===== src/rtl/ffs_wrr_pkt_sched_pkg.sv =====
// Shared types and helpers for the packet-level weighted round-robin scheduler.
// The helpers work on full 16-client / 8-bit-weight vectors; callers zero-extend.
package ffs_sched_pkg;

   localparam int MAX_CLIENTS  = 16;
   localparam int IDX_W        = 4;
   localparam int MAX_WEIGHT_W = 8;

   typedef enum logic [0:0] {
      IDLE = 1'b0,
      HOLD = 1'b1
   } state_t;

   // Highest set bit strictly below ptr; if none (or ptr not yet valid),
   // highest set bit overall. Returns {vld, idx}.
   function automatic logic [IDX_W:0] rr_pick(input logic [MAX_CLIENTS-1:0] vector,
                                              input logic [IDX_W-1:0]       ptr,
                                              input logic                   ptr_vld);
      logic             found_v;
      logic [IDX_W-1:0] idx_v;
      found_v = 1'b0;
      idx_v   = '0;
      // Ascending scan: the last hit is the highest qualifying index.
      for (int i = 0; i < MAX_CLIENTS; i++) begin
         if (ptr_vld && (i < int'(ptr)) && vector[i]) begin
            found_v = 1'b1;
            idx_v   = IDX_W'(i);
         end else begin
            found_v = found_v;
         end
      end
      if (!found_v) begin
         for (int i = 0; i < MAX_CLIENTS; i++) begin
            if (vector[i]) begin
               found_v = 1'b1;
               idx_v   = IDX_W'(i);
            end else begin
               found_v = found_v;
            end
         end
      end else begin
         found_v = found_v;
      end
      return {found_v, idx_v};
   endfunction

   // Packets-per-turn for client idx; a programmed 0 behaves as 1.
   function automatic logic [MAX_WEIGHT_W-1:0] weight_of(input logic [MAX_CLIENTS*MAX_WEIGHT_W-1:0] cfg,
                                                        input logic [IDX_W-1:0]                    idx);
      logic [MAX_WEIGHT_W-1:0] w_v;
      w_v = cfg[int'(idx)*MAX_WEIGHT_W +: MAX_WEIGHT_W];
      if (w_v == 8'd0) begin
         w_v = 8'd1;
      end else begin
         w_v = w_v;
      end
      return w_v;
   endfunction

endpackage


===== src/rtl/ffs_rr_pick.sv =====
// Combinational rotating highest-set-bit search over the request vector.
module ffs_rr_pick
   import ffs_sched_pkg::*;
#(
   parameter int CLIENTS = 16
) (
   input  logic [CLIENTS-1:0] vector,
   input  logic [IDX_W-1:0]   ptr,
   input  logic               ptr_vld,
   output logic               pick_vld,
   output logic [IDX_W-1:0]   pick_idx
);

   logic [MAX_CLIENTS-1:0] vec_wide_s;
   logic [IDX_W:0]         res_s;

   // Widen the request vector to the helper's fixed width and search it.
   always_comb begin
      vec_wide_s                = '0;
      vec_wide_s[CLIENTS-1:0]   = vector;
      res_s                     = rr_pick(vec_wide_s, ptr, ptr_vld);
   end

   assign pick_vld = res_s[IDX_W];
   assign pick_idx = res_s[IDX_W-1:0];

endmodule


===== src/rtl/ffs_wrr_pkt_sched.sv =====
// Packet-level weighted round-robin scheduler: holds a one-hot grant for a
// whole packet and lets a client keep the channel for up to its weight of
// packets before rotating to the next requester with zero idle cycles.
module ffs_wrr_pkt_sched
   import ffs_sched_pkg::*;
#(
   parameter int CLIENTS  = 16,
   parameter int WEIGHT_W = 4,
   parameter int ID_W     = $clog2(CLIENTS)
) (
   input  logic                         clk,
   input  logic                         rst,
   input  logic [CLIENTS-1:0]           req,
   input  logic [CLIENTS-1:0]           last,
   input  logic                         ready,
   input  logic [CLIENTS*WEIGHT_W-1:0]  cfg_weight,
   output logic [CLIENTS-1:0]           gnt,
   output logic                         gnt_vld,
   output logic [ID_W-1:0]              gnt_id,
   output logic                         xfer,
   output logic                         err
);

   state_t                          state_r, state_nxt_s;
   logic [CLIENTS-1:0]              gnt_r, gnt_nxt_s;
   logic [ID_W-1:0]                 gnt_id_r, gnt_id_nxt_s;
   logic [ID_W-1:0]                 ptr_r, ptr_nxt_s;
   logic                            ptr_vld_r, ptr_vld_nxt_s;
   logic [WEIGHT_W-1:0]             credit_r, credit_nxt_s;
   logic                            err_r, err_nxt_s;

   logic [MAX_CLIENTS*MAX_WEIGHT_W-1:0] cfg_wide_s;
   logic [IDX_W-1:0]                ptr_ext_s;
   logic [CLIENTS-1:0]              req_masked_s;
   logic                            pick_vld_s, mpick_vld_s;
   logic [IDX_W-1:0]                pick_idx_s, mpick_idx_s;
   logic [WEIGHT_W-1:0]             w_pick_s, w_mpick_s, w_hold_s;
   logic [WEIGHT_W-1:0]             credit_dec_s;
   logic                            holder_req_s, last_xfer_s, keep_s;

   // Clip a widened weight into the credit counter range.
   function automatic logic [WEIGHT_W-1:0] clip_w(input logic [MAX_WEIGHT_W-1:0] w);
      logic [WEIGHT_W-1:0] c_v;
      if ((w >> WEIGHT_W) != '0) begin
         c_v = '1;
      end else begin
         c_v = w[WEIGHT_W-1:0];
      end
      return c_v;
   endfunction

   // Repack per-client weights into the helper's fixed field layout.
   always_comb begin
      cfg_wide_s = '0;
      for (int i = 0; i < CLIENTS; i++) begin
         cfg_wide_s[i*MAX_WEIGHT_W +: WEIGHT_W] = cfg_weight[i*WEIGHT_W +: WEIGHT_W];
      end
   end

   assign ptr_ext_s    = IDX_W'(ptr_r);
   assign req_masked_s = req & ~gnt_r;

   ffs_rr_pick #(.CLIENTS(CLIENTS)) u_pick (
      .vector   (req),
      .ptr      (ptr_ext_s),
      .ptr_vld  (ptr_vld_r),
      .pick_vld (pick_vld_s),
      .pick_idx (pick_idx_s)
   );

   // Holder-masked pick used at packet boundaries; ptr always equals the holder here.
   ffs_rr_pick #(.CLIENTS(CLIENTS)) u_mpick (
      .vector   (req_masked_s),
      .ptr      (ptr_ext_s),
      .ptr_vld  (1'b1),
      .pick_vld (mpick_vld_s),
      .pick_idx (mpick_idx_s)
   );

   assign w_pick_s     = clip_w(weight_of(cfg_wide_s, pick_idx_s));
   assign w_mpick_s    = clip_w(weight_of(cfg_wide_s, mpick_idx_s));
   assign w_hold_s     = clip_w(weight_of(cfg_wide_s, IDX_W'(gnt_id_r)));

   assign holder_req_s = req[gnt_id_r];
   assign last_xfer_s  = xfer & last[gnt_id_r];
   assign credit_dec_s = (credit_r != '0) ? (credit_r - WEIGHT_W'(1'b1)) : '0;
   assign keep_s       = (credit_dec_s != '0) & holder_req_s;

   // State register.
   always_ff @(posedge clk or posedge rst) begin
      if (rst) begin
         state_r <= IDLE;
      end else begin
         state_r <= state_nxt_s;
      end
   end

   // Next-state decision: leave HOLD only when a packet ends and nobody requests.
   always_comb begin
      state_nxt_s = state_r;
      case (state_r)
         IDLE: begin
            if (pick_vld_s) state_nxt_s = HOLD;
            else            state_nxt_s = IDLE;
         end
         HOLD: begin
            if (last_xfer_s && !keep_s && !mpick_vld_s && !holder_req_s) state_nxt_s = IDLE;
            else                                                         state_nxt_s = HOLD;
         end
         default: state_nxt_s = IDLE;
      endcase
   end

   // Next values of grant, credit, rotation pointer and error flag.
   always_comb begin
      gnt_nxt_s     = gnt_r;
      gnt_id_nxt_s  = gnt_id_r;
      credit_nxt_s  = credit_r;
      ptr_nxt_s     = ptr_r;
      ptr_vld_nxt_s = ptr_vld_r;
      err_nxt_s     = err_r;
      case (state_r)
         IDLE: begin
            if (pick_vld_s) begin
               gnt_nxt_s     = {{(CLIENTS-1){1'b0}}, 1'b1} << pick_idx_s;
               gnt_id_nxt_s  = pick_idx_s[ID_W-1:0];
               credit_nxt_s  = w_pick_s;
               ptr_nxt_s     = pick_idx_s[ID_W-1:0];
               ptr_vld_nxt_s = 1'b1;
            end else begin
               gnt_nxt_s     = '0;
               gnt_id_nxt_s  = '0;
            end
         end
         HOLD: begin
            if (!holder_req_s) err_nxt_s = 1'b1;
            else               err_nxt_s = err_r;
            if (last_xfer_s) begin
               if (keep_s) begin
                  credit_nxt_s = credit_dec_s;
               end else if (mpick_vld_s) begin
                  gnt_nxt_s    = {{(CLIENTS-1){1'b0}}, 1'b1} << mpick_idx_s;
                  gnt_id_nxt_s = mpick_idx_s[ID_W-1:0];
                  credit_nxt_s = w_mpick_s;
                  ptr_nxt_s    = mpick_idx_s[ID_W-1:0];
               end else if (holder_req_s) begin
                  credit_nxt_s = w_hold_s;
               end else begin
                  gnt_nxt_s    = '0;
                  gnt_id_nxt_s = '0;
                  credit_nxt_s = credit_dec_s;
               end
            end else begin
               credit_nxt_s = credit_r;
            end
         end
         default: begin
            gnt_nxt_s    = '0;
            gnt_id_nxt_s = '0;
         end
      endcase
   end

   // Grant, credit, pointer and sticky error registers.
   always_ff @(posedge clk or posedge rst) begin
      if (rst) begin
         gnt_r     <= '0;
         gnt_id_r  <= '0;
         credit_r  <= '0;
         ptr_r     <= '0;
         ptr_vld_r <= 1'b0;
         err_r     <= 1'b0;
      end else begin
         gnt_r     <= gnt_nxt_s;
         gnt_id_r  <= gnt_id_nxt_s;
         credit_r  <= credit_nxt_s;
         ptr_r     <= ptr_nxt_s;
         ptr_vld_r <= ptr_vld_nxt_s;
         err_r     <= err_nxt_s;
      end
   end

   assign gnt     = gnt_r;
   assign gnt_vld = |gnt_r;
   assign gnt_id  = gnt_id_r;
   assign xfer    = gnt_vld & holder_req_s & ready;
   assign err     = err_r;

endmodule


===== config.mk =====
export PLATFORM = sky130hd
export DESIGN_NAME = ffs_wrr_pkt_sched
export DESIGN_NICKNAME = d
export VERILOG_FILES = /design/src/rtl/ffs_wrr_pkt_sched_pkg.sv /design/src/rtl/ffs_rr_pick.sv /design/src/rtl/ffs_wrr_pkt_sched.sv
export SDC_FILE = /design/constraint.sdc
export NUM_CORES = 1
export LEC_CHECK = 0
export CAP_MARGIN = 40
export CELL_PAD_IN_SITES_DETAIL_PLACEMENT = 0
export CELL_PAD_IN_SITES_GLOBAL_PLACEMENT = 1
export CORE_ASPECT_RATIO = 0.8
export CORE_MARGIN = 4
export CORE_UTILIZATION = 41
export CTS_CLUSTER_DIAMETER = 80
export DETAILED_ROUTE_END_ITERATION = 12
export PLACE_DENSITY = 0.86
export SYNTH_ARGS = -nofsm -noshare
export SYNTH_HDL_FRONTEND = slang
export SYNTH_HIERARCHICAL = 1
export SYNTH_SLANG_ARGS = --single-unit
export TNS_END_PERCENT = 5

===== constraint.sdc =====
create_clock -name clk -period 7.75 [get_ports clk]
set_clock_uncertainty 0.1 [all_clocks]
set_input_delay 1.55 -clock clk [delete_from_list [all_inputs] [get_ports clk]]
set_output_delay 1.55 -clock clk [all_outputs]
set_load 0.02 [all_outputs]

==> results.sh, run 1 <==
export IMPL_outcome="completed"
export IMPL_ios=122
export IMPL_placed_area_um2=6210
export IMPL_drt_pass1_iterations=5
export IMPL_sw_frac_of_total_pct=49.9
export IMPL_route_final_wire_length_mm=17.2
export IMPL_worstReg2RegEnd="credit_r[0]"
export IMPL_initial_antenna_violation_count=0
export IMPL_design_power_total_mw=2.67
export IMPL_grtUsageTotal_pct=24.9
export IMPL_finalNetCount=727
export IMPL_io_buffers=121
export IMPL_rsz_0062_raised_after_global_routing="no"
export IMPL_fin_cells=776
export IMPL_pre_cts_setup_slack_ns=1.93
export IMPL_die_h_um=106
export IMPL_clock_transition_at_the_registers_of_the_reported_paths_ns=0.05
export IMPL_whs_endpoint="err"
export IMPL_design_area_um2=6350
export IMPL_drt_first_iter_violations=637
export IMPL_synth_top_cell_by_area="mux4_2"
export IMPL_clk_insertion_delay_late_ns=0.27
export IMPL_timing_reg2reg_setup_slack_ns=3.28
export IMPL_placement_rows=35
export IMPL_floorplan_core_area_um2=11600
export IMPL_crit_required_ns=6.10
export IMPL_dp_cells=769
export IMPL_synth_ff_latch_count=31
export IMPL_finalSetupViolCount=0
export IMPL_clock_path_buffers=2
export IMPL_grt_pass1_vias=5058
export IMPL_hold_path_depth=1
export IMPL_via_per_inst=6.56
export IMPL_yosysMostFrequentCell="mux4_2"
export IMPL_hpwlAfterDp_mm=13.8
export IMPL_startpoint="req[11]"
export IMPL_floorplan_initialDensity_pct=42.2
export IMPL_final_setup_worst_slack_ns=2.09
export IMPL_area_growth_syn_to_layout_pct=30.2
export IMPL_yosysWarningCount=6
export IMPL_route_detailed_wl_per_inst_um=22.2
export IMPL_critical_path_startpoint_type="input pin"
export IMPL_regArea_um2=776
export IMPL_cp_max_fo=10
export IMPL_final_layout_fill_cell_count=1050
export IMPL_fin_tns_setup_ns=0
export IMPL_ys_async_sr_fraction_pct=100
export IMPL_drive_gt1_share_pct=18.0
export IMPL_grt_remaining_overflow=0
export IMPL_slew_headroom_pct=41.1
export IMPL_maximum_number_of_pins_on_one_net_before_global_route_repair=28
export IMPL_htree_levels=2
export IMPL_dr_total_vias=5088
export IMPL_max_clock_freq_mhz=177
export IMPL_timing_final_crit_period_ns=5.66
export IMPL_post_cts_repair_setup_buffers=0
export IMPL_p_clk_share_pct=7.1
export IMPL_tritoncts="built"
export IMPL_synthTopCellsByCount="mux4_2 (53), nand2_1 (46), nor2_1 (33)"
export IMPL_leakage_nw=2.42
export IMPL_area_share_of_the_largest_cell_type_after_synthesis_pct=24.5
export IMPL_setup_worst_path_end_class="output port"
export IMPL_power_net_switching_mw=1.33
export IMPL_power_density_nw_per_um2=420
export IMPL_die_x_um=130
export IMPL_holdBufCountCts=0
export IMPL_number_of_enable_flip_flop_cells_after_synthesis=0
export IMPL_timing_reg2reg_worst_path_depth=13
export IMPL_netlist_area_um2=4880
export IMPL_setup_worst_path_class="input pin to output port"
export IMPL_worst_slew_pin_transition_ns=0.884
export IMPL_post_synthesis_sequential_area_ratio_pct=15.9
export IMPL_drv_slew=0
export IMPL_timing_max_cap_violations=0
export IMPL_synthesis_area_per_instance_um2=9.35
export IMPL_drcViolationCount=0
export IMPL_ctsRootBufferMaster="clkbuf_16"
export IMPL_share_seq_of_total_power_pct=13.7
export IMPL_final_clock_period_utilization_by_the_worst_path_pct=73.0
export IMPL_syn_inst=522
export IMPL_gp_congestion=0.938
export IMPL_timing_final_hold_violations=0
export IMPL_combPwrFrac_pct=79.2
export IMPL_cts_sinks=31
export IMPL_min_delay_start="err"
export IMPL_multi_input_logic_area_um2=3830
export IMPL_floorplan_die_area_um2=13700
export IMPL_reg2reg_launch_point="ptr_ext_s[3]"
export IMPL_ys_types=63
export IMPL_numCtsBuffers=5
export IMPL_peakVddDrop_mv=0.173
export IMPL_antenna_cells_inserted=0
export IMPL_cts_resized_gates=0
export IMPL_postSynth_topFlopCell="dfrtp_1"
export IMPL_most_area_consuming_cells_after_synthesis="mux4_2 (24%), dfrtp_1 (16%), mux2_4 (4.9%)"
export IMPL_drt_antenna_violating_nets=0
export IMPL_cp_arrival_ns=4.01
export IMPL_grt_pass1_wl_mm=27.2
export IMPL_power_report_internal_total_mw=1.33
export IMPL_holdCritPathClass="flop to flop"
[power groups by stage]
stage	combinational, mW	clock (mW)	sequential [mW]
floorplan	1.52	0	0.329
global placement	2.04	0	0.368
detailed placement	2.08	0	0.368
CTS	2.08	0.192	0.364
global route	2.27	0.200	0.379
finish	2.11	0.189	0.365
[flip-flops by register name, summed over array words and instances, names as in the netlist]
register / count
err: 1
state_r: 1
gnt: 16
credit_r: 4
ptr_vld_r: 1
ptr_ext_s: 4
gnt_id: 4
[area by class of cell]
type                       count  share of cell area, %
sequential                    31                   12.2
multi-input combinational    432                   60.3
inverter                      26                   1.54
clock inverter                 1                 0.0788
clock buffer                   6                   2.19
tap                          148                   2.91
timing repair buffer         132                   20.8
[metrics by stage]
| stage | util [%] | hold slack (ns) |
|---|---|---|
| final | 55.0 | 0.365 |
| after global routing | 55.0 | 0.376 |
| after CTS | 55.0 | 0.375 |
| after detailed placement | 53.7 | 0.362 |
| after global placement | 53.2 | 0.343 |
| after floorplan | - | 0.351 |
[logic make-up after synthesis]
| family | share of synthesized area, % |
|---|---|
| AOI/OAI and AO/OA | 21.8 |
| and+or+nand+nor | 20.5 |
| muxes | 35.6 |
| DFF | 15.9 |
| other | 0.0768 |
| buffers and inverters | 6.21 |
[layer usage]
layer	vias up	wire [um]	GRT usage, %	part of all wire (%)
li1	2280	-	-	-
met1	2458	7520	36.0	44
met5	-	0	0	0
met4	0	287	4.23	1.7
met3	32	1820	6.43	11
met2	318	7600	38.2	44
[how the worst max path moves through the flow]
stage                     cells past startpoint          end  slack [ns]
after floorplan                              15  credit_r[0]        3.00
after global placement                       13  credit_r[0]        1.94
after detailed placement                     14  credit_r[0]        1.93
after CTS                                     5         xfer        2.12
after global routing                         14  credit_r[0]        1.88
final                                         5         xfer        2.09
[critical path, stage by stage]
cell and delay, ns:
clkdlybuf4s50_1 0.65, mux4_1 0.62, a22o_2 0.34, o211a_4 0.28, clkdlybuf4s50_1 0.56
[layout by cell type, fill, tap and decap left out, types with 8 or more instances in the layout]
cell / count
o22ai_1: 24
dfrtp_1: 31
nand3_1: 16
nand2_1: 46
mux2i_1: 17
nor3_1: 10
o21ai_0: 31
a21oi_1: 27
or3_1: 8
clkdlybuf4s50_1: 121
nor2b_1: 25
mux2_4: 16
inv_1: 26
a22oi_1: 12
nand2b_1: 9
buf_4: 8
mux4_2: 53
nor4_1: 10
nor2_1: 33
Power figures use the tool's default switching activity.
==> run 2: changes to the inputs <==
--- a/config.mk
+++ b/config.mk
@@ -10,10 +10,10 @@
 export CELL_PAD_IN_SITES_GLOBAL_PLACEMENT = 1
 export CORE_ASPECT_RATIO = 0.8
 export CORE_MARGIN = 4
-export CORE_UTILIZATION = 41
+export CORE_UTILIZATION = 35
 export CTS_CLUSTER_DIAMETER = 80
 export DETAILED_ROUTE_END_ITERATION = 12
-export PLACE_DENSITY = 0.86
+export PLACE_DENSITY = 0.78
 export SYNTH_ARGS = -nofsm -noshare
 export SYNTH_HDL_FRONTEND = slang
 export SYNTH_HIERARCHICAL = 1
==> constraint.sdc (replaced) <==
create_clock -name clk -period 4.9 [get_ports clk]
set_clock_uncertainty 0.1 [all_clocks]
set_input_delay 0.98 -clock clk [delete_from_list [all_inputs] [get_ports clk]]
set_output_delay 0.98 -clock clk [all_outputs]
set_load 0.02 [all_outputs]
==> run 2 against run 1 <==
Clock-buffer cell count unchanged. Register-to-register slack worse by 2.3 ns. First-iteration DRC count fell by 3.3%. Sequential cell count unchanged. Utilization down 6.4 points. Sequential share of layout area fell by 0.45 points. Sequential power grew 55%. Worst setup slack got worse by 1.7 ns. Cell area grew 3.9%. Cell count is 6.8% higher. Non-clock buffer count grew 20. Routed wire length grew 5.7%. Largest power group unchanged.
==> results.sh, run 2 (synthesized netlist as in run 1, its figures left out) <==
export IMPL_outcome="completed"
export IMPL_grt_remaining_overflow=0
export IMPL_grtUsageTotal_pct=22.1
export IMPL_fin_cells=829
export IMPL_final_clock_period_utilization_by_the_worst_path_pct=91.8
export IMPL_drive_gt1_share_pct=20.6
export IMPL_clk_insertion_delay_late_ns=0.28
export IMPL_reg2reg_launch_point="ptr_ext_s[1]"
export IMPL_pre_cts_setup_slack_ns=0.183
export IMPL_path_delay_family="buffers and inverters"
export IMPL_die_h_um=114
export IMPL_drt_first_iter_violations=616
export IMPL_critical_path_startpoint_type="input pin"
export IMPL_timing_reg2reg_worst_path_depth=13
export IMPL_worstPathBufferInverterCount=3
export IMPL_clock_path_buffers=2
export IMPL_design_area_um2=6600
export IMPL_drv_slew=0
export IMPL_numCtsBuffers=5
export IMPL_leading_cell_types_in_the_layout_fill_and_taps_excluded="clkdlybuf4s50_1 (121), mux4_2 (53), nand2_1 (46), nor2_1 (33)"
export IMPL_clock_transition_at_the_registers_of_the_reported_paths_ns=0.05
export IMPL_post_cts_repair_setup_buffers=0
export IMPL_worst_slew_pin_transition_ns=0.785
export IMPL_timing_final_hold_violations=0
export IMPL_commonest_non_fill_non_tap_cell_in_the_layout="clkdlybuf4s50_1"
export IMPL_floorplan_die_area_um2=15900
export IMPL_io_buffers=121
export IMPL_htree_levels=2
export IMPL_grt_pass1_vias=4937
export IMPL_min_delay_start="err"
export IMPL_power_net_switching_mw=2.18
export IMPL_cp_max_fo=8
export IMPL_setup_worst_path_class="input pin to output port"
export IMPL_power_density_nw_per_um2=678
export IMPL_dr_total_vias=5163
export IMPL_finalNetCount=747
export IMPL_dp_cells=821
export IMPL_holdBufCountCts=0
export IMPL_hpwlAfterDp_mm=14.7
export IMPL_tritoncts="built"
export IMPL_route_detailed_wl_per_inst_um=22.0
export IMPL_holdCritPathClass="flop to flop"
export IMPL_cts_sinks=31
export IMPL_power_report_internal_total_mw=2.29
export IMPL_drcViolationCount=0
export IMPL_placement_rows=38
export IMPL_critical_path_cell_chain="clkdlybuf4s50_1, buf_4, mux4_1, a22o_2, o211a_4, clkdlybuf4s50_1"
export IMPL_timing_critical_path_slowest_stage_cell="clkdlybuf4s50_1"
export IMPL_route_final_wire_length_mm=18.2
export IMPL_fin_tns_setup_ns=0
export IMPL_cp_common_cell="clkdlybuf4s50_1"
export IMPL_antenna_cells_inserted=0
export IMPL_gp_congestion=0.922
export IMPL_hold_path_depth=1
export IMPL_p_clk_share_pct=8.2
export IMPL_area_growth_syn_to_layout_pct=35.2
export IMPL_rsz_0062_raised_after_global_routing="no"
export IMPL_combPwrFrac_pct=79.2
export IMPL_setup_worst_path_end_class="output port"
export IMPL_timing_reg2reg_setup_slack_ns=1.00
export IMPL_timing_final_crit_period_ns=4.50
export IMPL_cts_resized_gates=0
export IMPL_finalSetupViolCount=0
export IMPL_initial_antenna_violation_count=1
export IMPL_worstReg2RegEnd="credit_r[0]"
export IMPL_ios=122
export IMPL_drt_antenna_violating_nets=0
export IMPL_timing_max_cap_violations=0
export IMPL_whs_endpoint="err"
export IMPL_final_setup_worst_slack_ns=0.402
export IMPL_maximum_number_of_pins_on_one_net_before_global_route_repair=32
export IMPL_leakage_nw=2.53
export IMPL_crit_path_max_incr_delay_ns=0.55
export IMPL_peakVddDrop_mv=0.438
export IMPL_placed_area_um2=6420
export IMPL_via_per_inst=6.23
export IMPL_largest_register_ffs=16
export IMPL_floorplan_initialDensity_pct=35.9
export IMPL_grt_pass1_wl_mm=28.3
export IMPL_cp_arrival_ns=3.42
export IMPL_ctsRootBufferMaster="clkbuf_16"
export IMPL_slew_headroom_pct=47.7
export IMPL_share_seq_of_total_power_pct=12.6
export IMPL_drt_pass1_iterations=6
export IMPL_die_x_um=140
export IMPL_sw_frac_of_total_pct=48.7
export IMPL_floorplan_core_area_um2=13600
export IMPL_max_clock_freq_mhz=222
export IMPL_crit_required_ns=3.82
[run 2: cell types whose count changed in the layout (fill, tap and decap cells not counted), sizes merged]
cell,previous run,this run
bufinv,0,1
buf,11,31
[run 2: final cells by class]
type / instances / area [um^2]
Multi-Input combinational cell: 432 / 3830
Timing Repair Buffer: 152 / 1500
Inverter: 26 / 97.6
Clock buffer: 6 / 139
Clock inverter: 2 / 35.0
Tap cell: 180 / 225
Fill cell: 1296 / 7000
Sequential cell: 31 / 776
[run 2: worst max path at each step]
stage | depth (start not counted) | slack, ns | startpoint | endpoint
global route | 15 | 0.15 | req[9] | credit_r[0]
finish | 6 | 0.40 | req[11] | xfer
floorplan | 15 | 0.72 | req[11] | credit_r[0]
detailed placement | 15 | 0.18 | req[9] | credit_r[0]
CTS | 6 | 0.42 | req[11] | xfer
global placement | 15 | 0.23 | req[9] | credit_r[0]
[run 2: stage by stage]
stage | power, mW | utilization, % | hold WS (ns)
after CTS | 4.44 | 48.5 | 0.368
after global placement | 4.02 | 47.0 | 0.350
final | 4.47 | 48.5 | 0.358
after global routing | 4.77 | 48.5 | 0.381
after floorplan | 2.93 | - | 0.351
after detailed placement | 4.06 | 47.2 | 0.359
[run 2: layer usage]
metal	GRT usage, %	part of all wire, %	vias up
li1	-	-	2333
met1	33.6	45	2505
met2	33.1	44	299
met3	4.74	9.7	24
met4	3.62	1.2	2
met5	0	0.066	-
[run 2: power groups by stage]
stage	logic, mW	registers (mW)	clock network (mW)
2_1_floorplan	2.40	0.521	0
3_3_place_gp	3.44	0.584	0
3_5_place_dp	3.50	0.567	0
4_1_cts	3.51	0.563	0.369
5_1_grt	3.80	0.583	0.385
6_report	3.54	0.564	0.368
